### src/rtl/memory_arbiter.sv
// Single-port RAM arbiter for the icache/dcache pair: data has priority, a starvation
// counter forces an instruction grant, and a watchdog flags stalled or errored accesses.
module memory_arbiter #(
  parameter int ISTARVE_MAX = 4,
  parameter int RAM_TIMEOUT = 64
) (
  input  logic        CLK,
  input  logic        nRST,
  input  logic        iREN,
  input  logic [31:0] iaddr,
  output logic        iwait,
  output logic [31:0] iload,
  input  logic        dREN,
  input  logic        dWEN,
  input  logic [31:0] daddr,
  input  logic [31:0] dstore,
  output logic        dwait,
  output logic [31:0] dload,
  output logic        ramREN,
  output logic        ramWEN,
  output logic [31:0] ramaddr,
  output logic [31:0] ramstore,
  input  logic [31:0] ramload,
  input  logic [1:0]  ramstate,
  output logic        memerr
);

  localparam int SW = $clog2(ISTARVE_MAX + 1);
  localparam int TW = $clog2(RAM_TIMEOUT);
  localparam logic [SW-1:0] STARVE_MAX = SW'(ISTARVE_MAX);
  localparam logic [TW-1:0] TMO_LAST   = TW'(RAM_TIMEOUT - 1);

  localparam logic [1:0] RS_ACCESS = 2'd2;
  localparam logic [1:0] RS_ERROR  = 2'd3;

  typedef enum logic [1:0] {IDLE, DATA, INSTR, ERR} state_t;

  state_t          state, next_state;
  logic [SW-1:0]   starve, starve_next;
  logic [TW-1:0]   tmo;
  logic            memerr_set;
  logic            d_req;

  assign d_req = dREN | dWEN;

  always_ff @(posedge CLK or negedge nRST) begin
    if (!nRST) begin
      state  <= IDLE;
      starve <= '0;
      tmo    <= '0;
      memerr <= 1'b0;
    end else begin
      state  <= next_state;
      starve <= starve_next;
      // Idle/ERR park the counter at zero so every grant starts a fresh timeout window.
      tmo    <= (state == DATA || state == INSTR) ? tmo + 1'b1 : '0;
      if (memerr_set) memerr <= 1'b1;
    end
  end

  always_comb begin
    next_state  = state;
    starve_next = starve;
    memerr_set  = 1'b0;
    iwait       = 1'b1;
    dwait       = 1'b1;
    iload       = '0;
    dload       = '0;
    ramREN      = 1'b0;
    ramWEN      = 1'b0;
    ramaddr     = '0;
    ramstore    = '0;

    unique case (state)
      IDLE: begin
        if (d_req && !(starve == STARVE_MAX && iREN)) begin
          next_state = DATA;
          if (!iREN)                    starve_next = '0;
          else if (starve != STARVE_MAX) starve_next = starve + 1'b1;
        end else if (iREN) begin
          next_state  = INSTR;
          starve_next = '0;
        end
      end

      DATA: begin
        if (!d_req) begin
          next_state = IDLE;
        end else begin
          ramaddr = daddr;
          if (dWEN) begin
            ramWEN   = 1'b1;
            ramstore = dstore;
          end else begin
            ramREN = 1'b1;
          end
          if (ramstate == RS_ACCESS) begin
            dwait      = 1'b0;
            dload      = ramload;
            next_state = IDLE;
          end else if (ramstate == RS_ERROR) begin
            next_state = ERR;
            memerr_set = 1'b1;
          end else if (tmo == TMO_LAST) begin
            next_state = IDLE;
            memerr_set = 1'b1;
          end
        end
      end

      INSTR: begin
        if (!iREN) begin
          next_state = IDLE;
        end else begin
          ramaddr = iaddr;
          ramREN  = 1'b1;
          if (ramstate == RS_ACCESS) begin
            iwait      = 1'b0;
            iload      = ramload;
            next_state = IDLE;
          end else if (ramstate == RS_ERROR) begin
            next_state = ERR;
            memerr_set = 1'b1;
          end else if (tmo == TMO_LAST) begin
            next_state = IDLE;
            memerr_set = 1'b1;
          end
        end
      end

      ERR: next_state = IDLE;

      default: next_state = IDLE;
    endcase
  end

endmodule

### config.mk
export PLATFORM = sky130hd
export DESIGN_NAME = memory_arbiter
export DESIGN_NICKNAME = d
export VERILOG_FILES = /design/src/rtl/memory_arbiter.sv
export SDC_FILE = /design/constraint.sdc
export NUM_CORES = 1
export LEC_CHECK = 0
export CAP_MARGIN = 20
export CORE_AREA = 2 2 105 107
export CTS_BUF_LIST = sky130_fd_sc_hd__clkbuf_8
export DETAILED_ROUTE_END_ITERATION = 10
export DIE_AREA = 0 0 107 109
export GPL_ROUTABILITY_DRIVEN = 0
export HOLD_SLACK_MARGIN = 0.15
export PLACE_DENSITY = 0.62
export SLEW_MARGIN = 20
export SYNTH_ARGS = -nofsm -noshare
export SYNTH_HDL_FRONTEND = slang
export SYNTH_SLANG_ARGS = --single-unit
### constraint.sdc
create_clock -name CLK -period 2.25 [get_ports CLK]
set_input_delay 0.5625 -clock CLK [delete_from_list [all_inputs] [get_ports CLK]]
set_output_delay 0.5625 -clock CLK [all_outputs]
set_load 0.01 [all_outputs]
* Yosys cells after proc, flatten, opt, wreduce, memory -nomap -nowiden
Cells that the tools add are included.
** Storage, ports and cells
- Register bits :: 12
- Bits in latches :: 0
- Bits in writable memories :: 0
- ROM bits :: 0
- Input port bits :: 135
- Output and inout port bits :: 133
- Logic and storage cells :: 66
- Memories :: 0
** Cells by class
- Add/sub/neg operators :: 2
- $mul :: 0
- Div/mod/pow operators :: 0
- Magnitude comparators :: 0
- Equal/unequal tests :: 10
- Shift operators :: 0
- Muxes and demuxes :: 42
- Bitwise operators :: 1
- Reductions and logical operators :: 7
** Operators by type and width (number)
- 32-bit 2-to-1 mux :: 10
- 32-bit case mux with 2 select lines :: 1
- 1-bit 2-to-1 mux :: 16
- 2-bit 2-to-1 mux :: 7
- 3-bit 2-to-1 mux :: 4
- 2-bit equality test, second input constant :: 4
- 2-bit case mux with 4 select lines :: 1
- 6-bit by 1-bit adder with 6-bit output, second input constant :: 1
- 6-bit equality test, second input constant :: 1
- 6-bit 2-to-1 mux :: 1
- 3-bit != test, second input constant :: 2
- 1-bit case mux with 2 select lines :: 2
- 3-bit by 1-bit adder with 3-bit output, second input constant :: 1
- 3-bit equality test, second input constant :: 1
- 3-bit by 2-bit != test with 1-bit output, second input constant :: 1
- 3-bit AND reduction :: 1
- 2-bit by 1-bit equality test with 1-bit output, second input constant :: 1
- 1-bit logical AND :: 2
- 2-bit zero test :: 1
- 2-bit nonzero test :: 1
- 1-bit zero test :: 1
- 1-bit logical OR :: 1
- 1-bit bitwise OR :: 1

* Depth between registers and ports, before layout
Gate-level depths: netlist of run 1.
- Depth after elaboration :: 6
- Mapped depth :: 7
- Depth with buffers taken out :: 5

* Worst setup path before layout of run 1
OpenSTA, ideal clock, no wires.
- Path type :: register to output
- From :: reg state[1]
- To :: out ramaddr[0]
- Arrival :: 1.358 ns
- Data required time :: 1.688 ns
- Path slack :: 0.329 ns
- Cell stages (with the launch flop) :: 7
- Path buffers :: 1
- Cell sequence :: dfrtp_1 -> inv_1 -> ha_1 -> o21a_1 -> buf_4 -> a22oi_1 -> nor2b_1
** On the way
- Cells in the longest elaborated chain, start to end :: 2
- Elaborated cells between the ends (all ways) :: 3
- Classes of those cells :: 2 x eq/ne; 1 x mux
** Ends and longest elaborated chain
- start, declared :: line 38 : state_t state, next_state;
- start signal, assigned :: line 53 : state <= next_state;
- 2-bit equality test / 2-bit by 1-bit equality test with 1-bit output (equally long branches) :: line 74 : unique case (state)
- 32-bit case mux with 2 select lines * :: line 74
- end, declared :: line 21 : output logic [31:0] ramaddr,
Every way passes the cells marked *; elsewhere a longest branch is shown, timed or not.

* Final worst setup path of run 1
- From :: reg state[1]
- To :: out ramaddr[7]
The elaborated chain is that of the path after synthesis.

==> key figures, run 1 <==
Status
  – Status: complete, but fails checks
  – Failing checks: setup timing

Layout
  – Final design instance area without fill: 5460 um2
  – Post-layout util: 0.515
  – Post-layout nets: 686
  – Fraction of layout cells with a size suffix above 1: 0.438
  – Ant diodes: 0
  – Layout area overhead: 184%

Die
  – # IOs: 268
  – Core footprint: 10600 um2
  – Placement row count: 38
  – Die Width: 107 um
  – Initial Util: 0.182
  – Die Y: 109 um
  – Die ar.: 11700 um2

Clocking
  – CTS tree: done
  – Longest Clk Path Bufs: 2
  – CTS Root Cell: clkbuf_8
  – Worst-Skew Late Latency: 0.25 ns
  – Clk sinks: 12
  – Reg clk slew, reported paths: 0.06 ns
  – Num CTS Buffers: 3
  – Htree depth: 1

Global route
  – Initial antenna violation count: 0
  – Vias in the first global route: 2976
  – Global-route wire length before repair: 17600 um
  – Gr usage total: 0.192
  – Final global-route overflow total: 0
  – Largest net degree at the start of global routing: 23

STA
  – Fin. max-slew vios: 0
  – Final setup viols: 1
  – Hold Vio Cnt, Final: 0
  – Final TNS setup: -0.0000170 ns
  – Peak Freq: 444 MHz
  – Max-Slew Margin vs Limit: 0.633
  – Final period util: 1.00
  – Pin slew with the least headroom to its limit: 0.549 ns
  – RSZ-0062 raised after global routing: true
  – Setup WS post-layout: -0.0000170 ns
  – Clock skew: 0.00110 ns
  – Min Tclk post-route: 2.25 ns

Min path
  – Hold Path Depth: 1
  – HP Class: flop to flop

Worst setup path
  – Worst-case reg-to-reg path depth: 6
  – Kind of critical path: flop to primary output
  – CP Data Arrival Time: 1.69 ns
  – WP data required: 1.69 ns
  – Crit path max fanout: 8
  – Startpoint Class: flop
  – Setup crit end kind: primary output
  – Crit-path slowest cell: dfrtp_1
  – Worst-path cell chain: buf_6, ha_4, and2_4, clkbuf_16, a22oi_2, nor2b_2, buf_2
  – Worst path max stage delay: 0.40 ns

Routing
  – First drt pass iteration count: 4
  – Vias per cell: 4.41
  – Vias post-DR: 3017
  – WL per Instance: 18.2 um
  – Final ANT Viol Nets: 0
  – Starting DRT DRC Count: 95
  – DRC: 0
  – Wirelength, routed: 12400 um

Logic synthesis
  – Flops & latches, synth: 12
  – Synthesized area: 1930 um2
  – Mapped Avg Cell Area: 7.38 um2
  – Unique masters post-synth: 36
  – Synthesis warning total: 0
  – Post-synth EDFFs: 0
  – Register area share after synthesis: 0.156
  – Mapped Cells: 261
  – Share of flip-flops with an asynchronous set or reset: 1.00
  – Synth Flop Type: dfrtp_1
  – Post-synth net total: 402

Place
  – I/O Buffers: 267
  – Dpl hpwl: 8780 um
  – Placed inst area: 4820 um2
  – Post-Place Worst Slack: -0.700 ns

Flow run
  – MaxCap Viol Count: 0

Power
  – Lkg Pwr: 2.47 nW
  – Total power: 0.00325 W
  – Max IR drop VDD: 0.527 mV
  – PD cells: 595 nW/um2
[synthesized netlist by cell type, types with 2 or more instances]
library cell  instances  area share
and2_1               71        0.23
nor2b_1              33        0.11
a22oi_1              32        0.12
and3_1               32        0.10
dfrtp_1              12        0.16
clkbuf_1             11       0.021
inv_1                 7       0.014
buf_4                 6       0.023
ha_1                  6       0.039
nand2_1               5      0.0097
o21ai_0               5       0.013
nor2_1                4      0.0078
buf_6                 3       0.018
clkbuf_2              3      0.0078
nand3_1               3      0.0078
a21boi_0              2      0.0078
a21oi_1               2      0.0052
buf_2                 2      0.0052
nand3b_1              2      0.0078
o21a_1                2      0.0078
o31ai_1               2      0.0078
xnor2_1               2      0.0091
[cells in the final DEF, fill, tap and decap left out, types with 2 or more instances in the layout]
master,Yosys,layout
clkdlybuf4s15_1,0,36
and3_1,32,32
nor2_1,4,3
nand3_1,3,3
nor2b_1,33,31
clkbuf_2,3,10
ha_1,6,3
buf_4,6,10
o21ai_0,5,5
a21oi_1,2,2
bufbuf_16,0,2
a22oi_2,0,32
buf_16,0,5
buf_2,2,41
ha_4,0,3
nand3b_1,2,2
clkdlybuf4s15_2,0,2
and2_1,71,23
and2_4,0,48
buf_6,3,55
nor2b_2,0,2
buf_12,0,8
inv_1,7,5
nand2_1,5,4
clkdlybuf4s50_1,0,130
clkbuf_16,0,3
o31ai_1,2,2
clkbuf_8,0,4
dfrtp_1,12,12
inv_2,0,2
xnor2_1,2,2
[state kept, by name, indices dropped and copies added (netlist names)]
signal and flops:
memerr 1, starve 3, state 2, tmo 6
[cell families (layout without fill, tap and decap cells)]
kind of cell | Yosys count | count (layout) | synth area share
xor+xnor | 3 | 3 | 0.0136
simple gates | 155 | 155 | 0.499
mux | 1 | 1 | 0.00585
buf+inv | 32 | 315 | 0.0890
compound gates | 52 | 52 | 0.198
flops | 12 | 12 | 0.156
fa+ha+maj | 6 | 6 | 0.0390
[worst paths after layout]
path                       startpoint         end  slack [ns]
min reg2reg                    tmo[0]      tmo[0]        0.46
max                          state[1]  ramaddr[7]    -0.00002
max in group asynchronous        nRST   starve[2]        1.22
min                            tmo[0]      tmo[0]        0.46
min in group asynchronous        nRST      tmo[2]        0.67
max reg2reg                  state[1]    state[0]        0.67
[worst max-delay path: cells and delay by family, from the launching register on]
family | cells | cell delay (ns)
buffers and inverters | 3 | 0.45
DFF | 1 | 0.40
and+or+nand+nor | 2 | 0.25
adders and majority gates | 1 | 0.16
AOI/OAI and AO/OA | 1 | 0.17
[layout make-up]
type / instances / area, um2
clock buffer: 4 / 55.1
timing repair buffer: 304 / 3100
fill: 1015 / 5140
inverter: 7 / 26.3
sequential: 12 / 300
multi-input combinational: 217 / 1810
tap: 140 / 175
[what timing repair did]
action / 4_1_cts / 5_1_grt
endpoints found under the setup margin: 132 / 115
pin swaps: 23 / 44
gates cloned: 10 / 3
hold buffers: 0 / 0
buffers inserted: 8 / 2
gates resized for setup: 511 / 125
[where the power goes]
| group | switching [W] | internal, W | leakage [nW] |
|---|---|---|---|
| Clock | 0.0000910 | 0.000155 | 0.0288 |
| Combinational | 0.00116 | 0.00153 | 2.28 |
| Sequential | 0.0000448 | 0.000272 | 0.156 |
| Total | 0.00129 | 0.00196 | 2.47 |
[metal layers]
layer  track usage  part of all wire  vias up
met5             0                 0        -
met4        0.0325             0.016        0
met3        0.0209             0.044       13
met2         0.365              0.53      107
met1         0.236              0.41     1429
li1              -                 -     1468
[stage by stage]
step	hold WS (ns)	instances
6_report	0.460	684
2_1_floorplan	0.267	261
3_3_place_gp	0.447	660
5_1_grt	0.474	684
4_1_cts	0.462	682
3_5_place_dp	0.453	660
(Power assumes the default switching activity.)
==> run 2: changes to the inputs <==
--- a/config.mk
+++ b/config.mk
@@ -10,7 +10,6 @@
 export CTS_BUF_LIST = sky130_fd_sc_hd__clkbuf_8
 export DETAILED_ROUTE_END_ITERATION = 10
 export DIE_AREA = 0 0 107 109
-export GPL_ROUTABILITY_DRIVEN = 0
 export HOLD_SLACK_MARGIN = 0.15
 export PLACE_DENSITY = 0.62
 export SLEW_MARGIN = 20
==> results of run 2 <==
Final layout, timing and power as in run 1 (identical DEF).
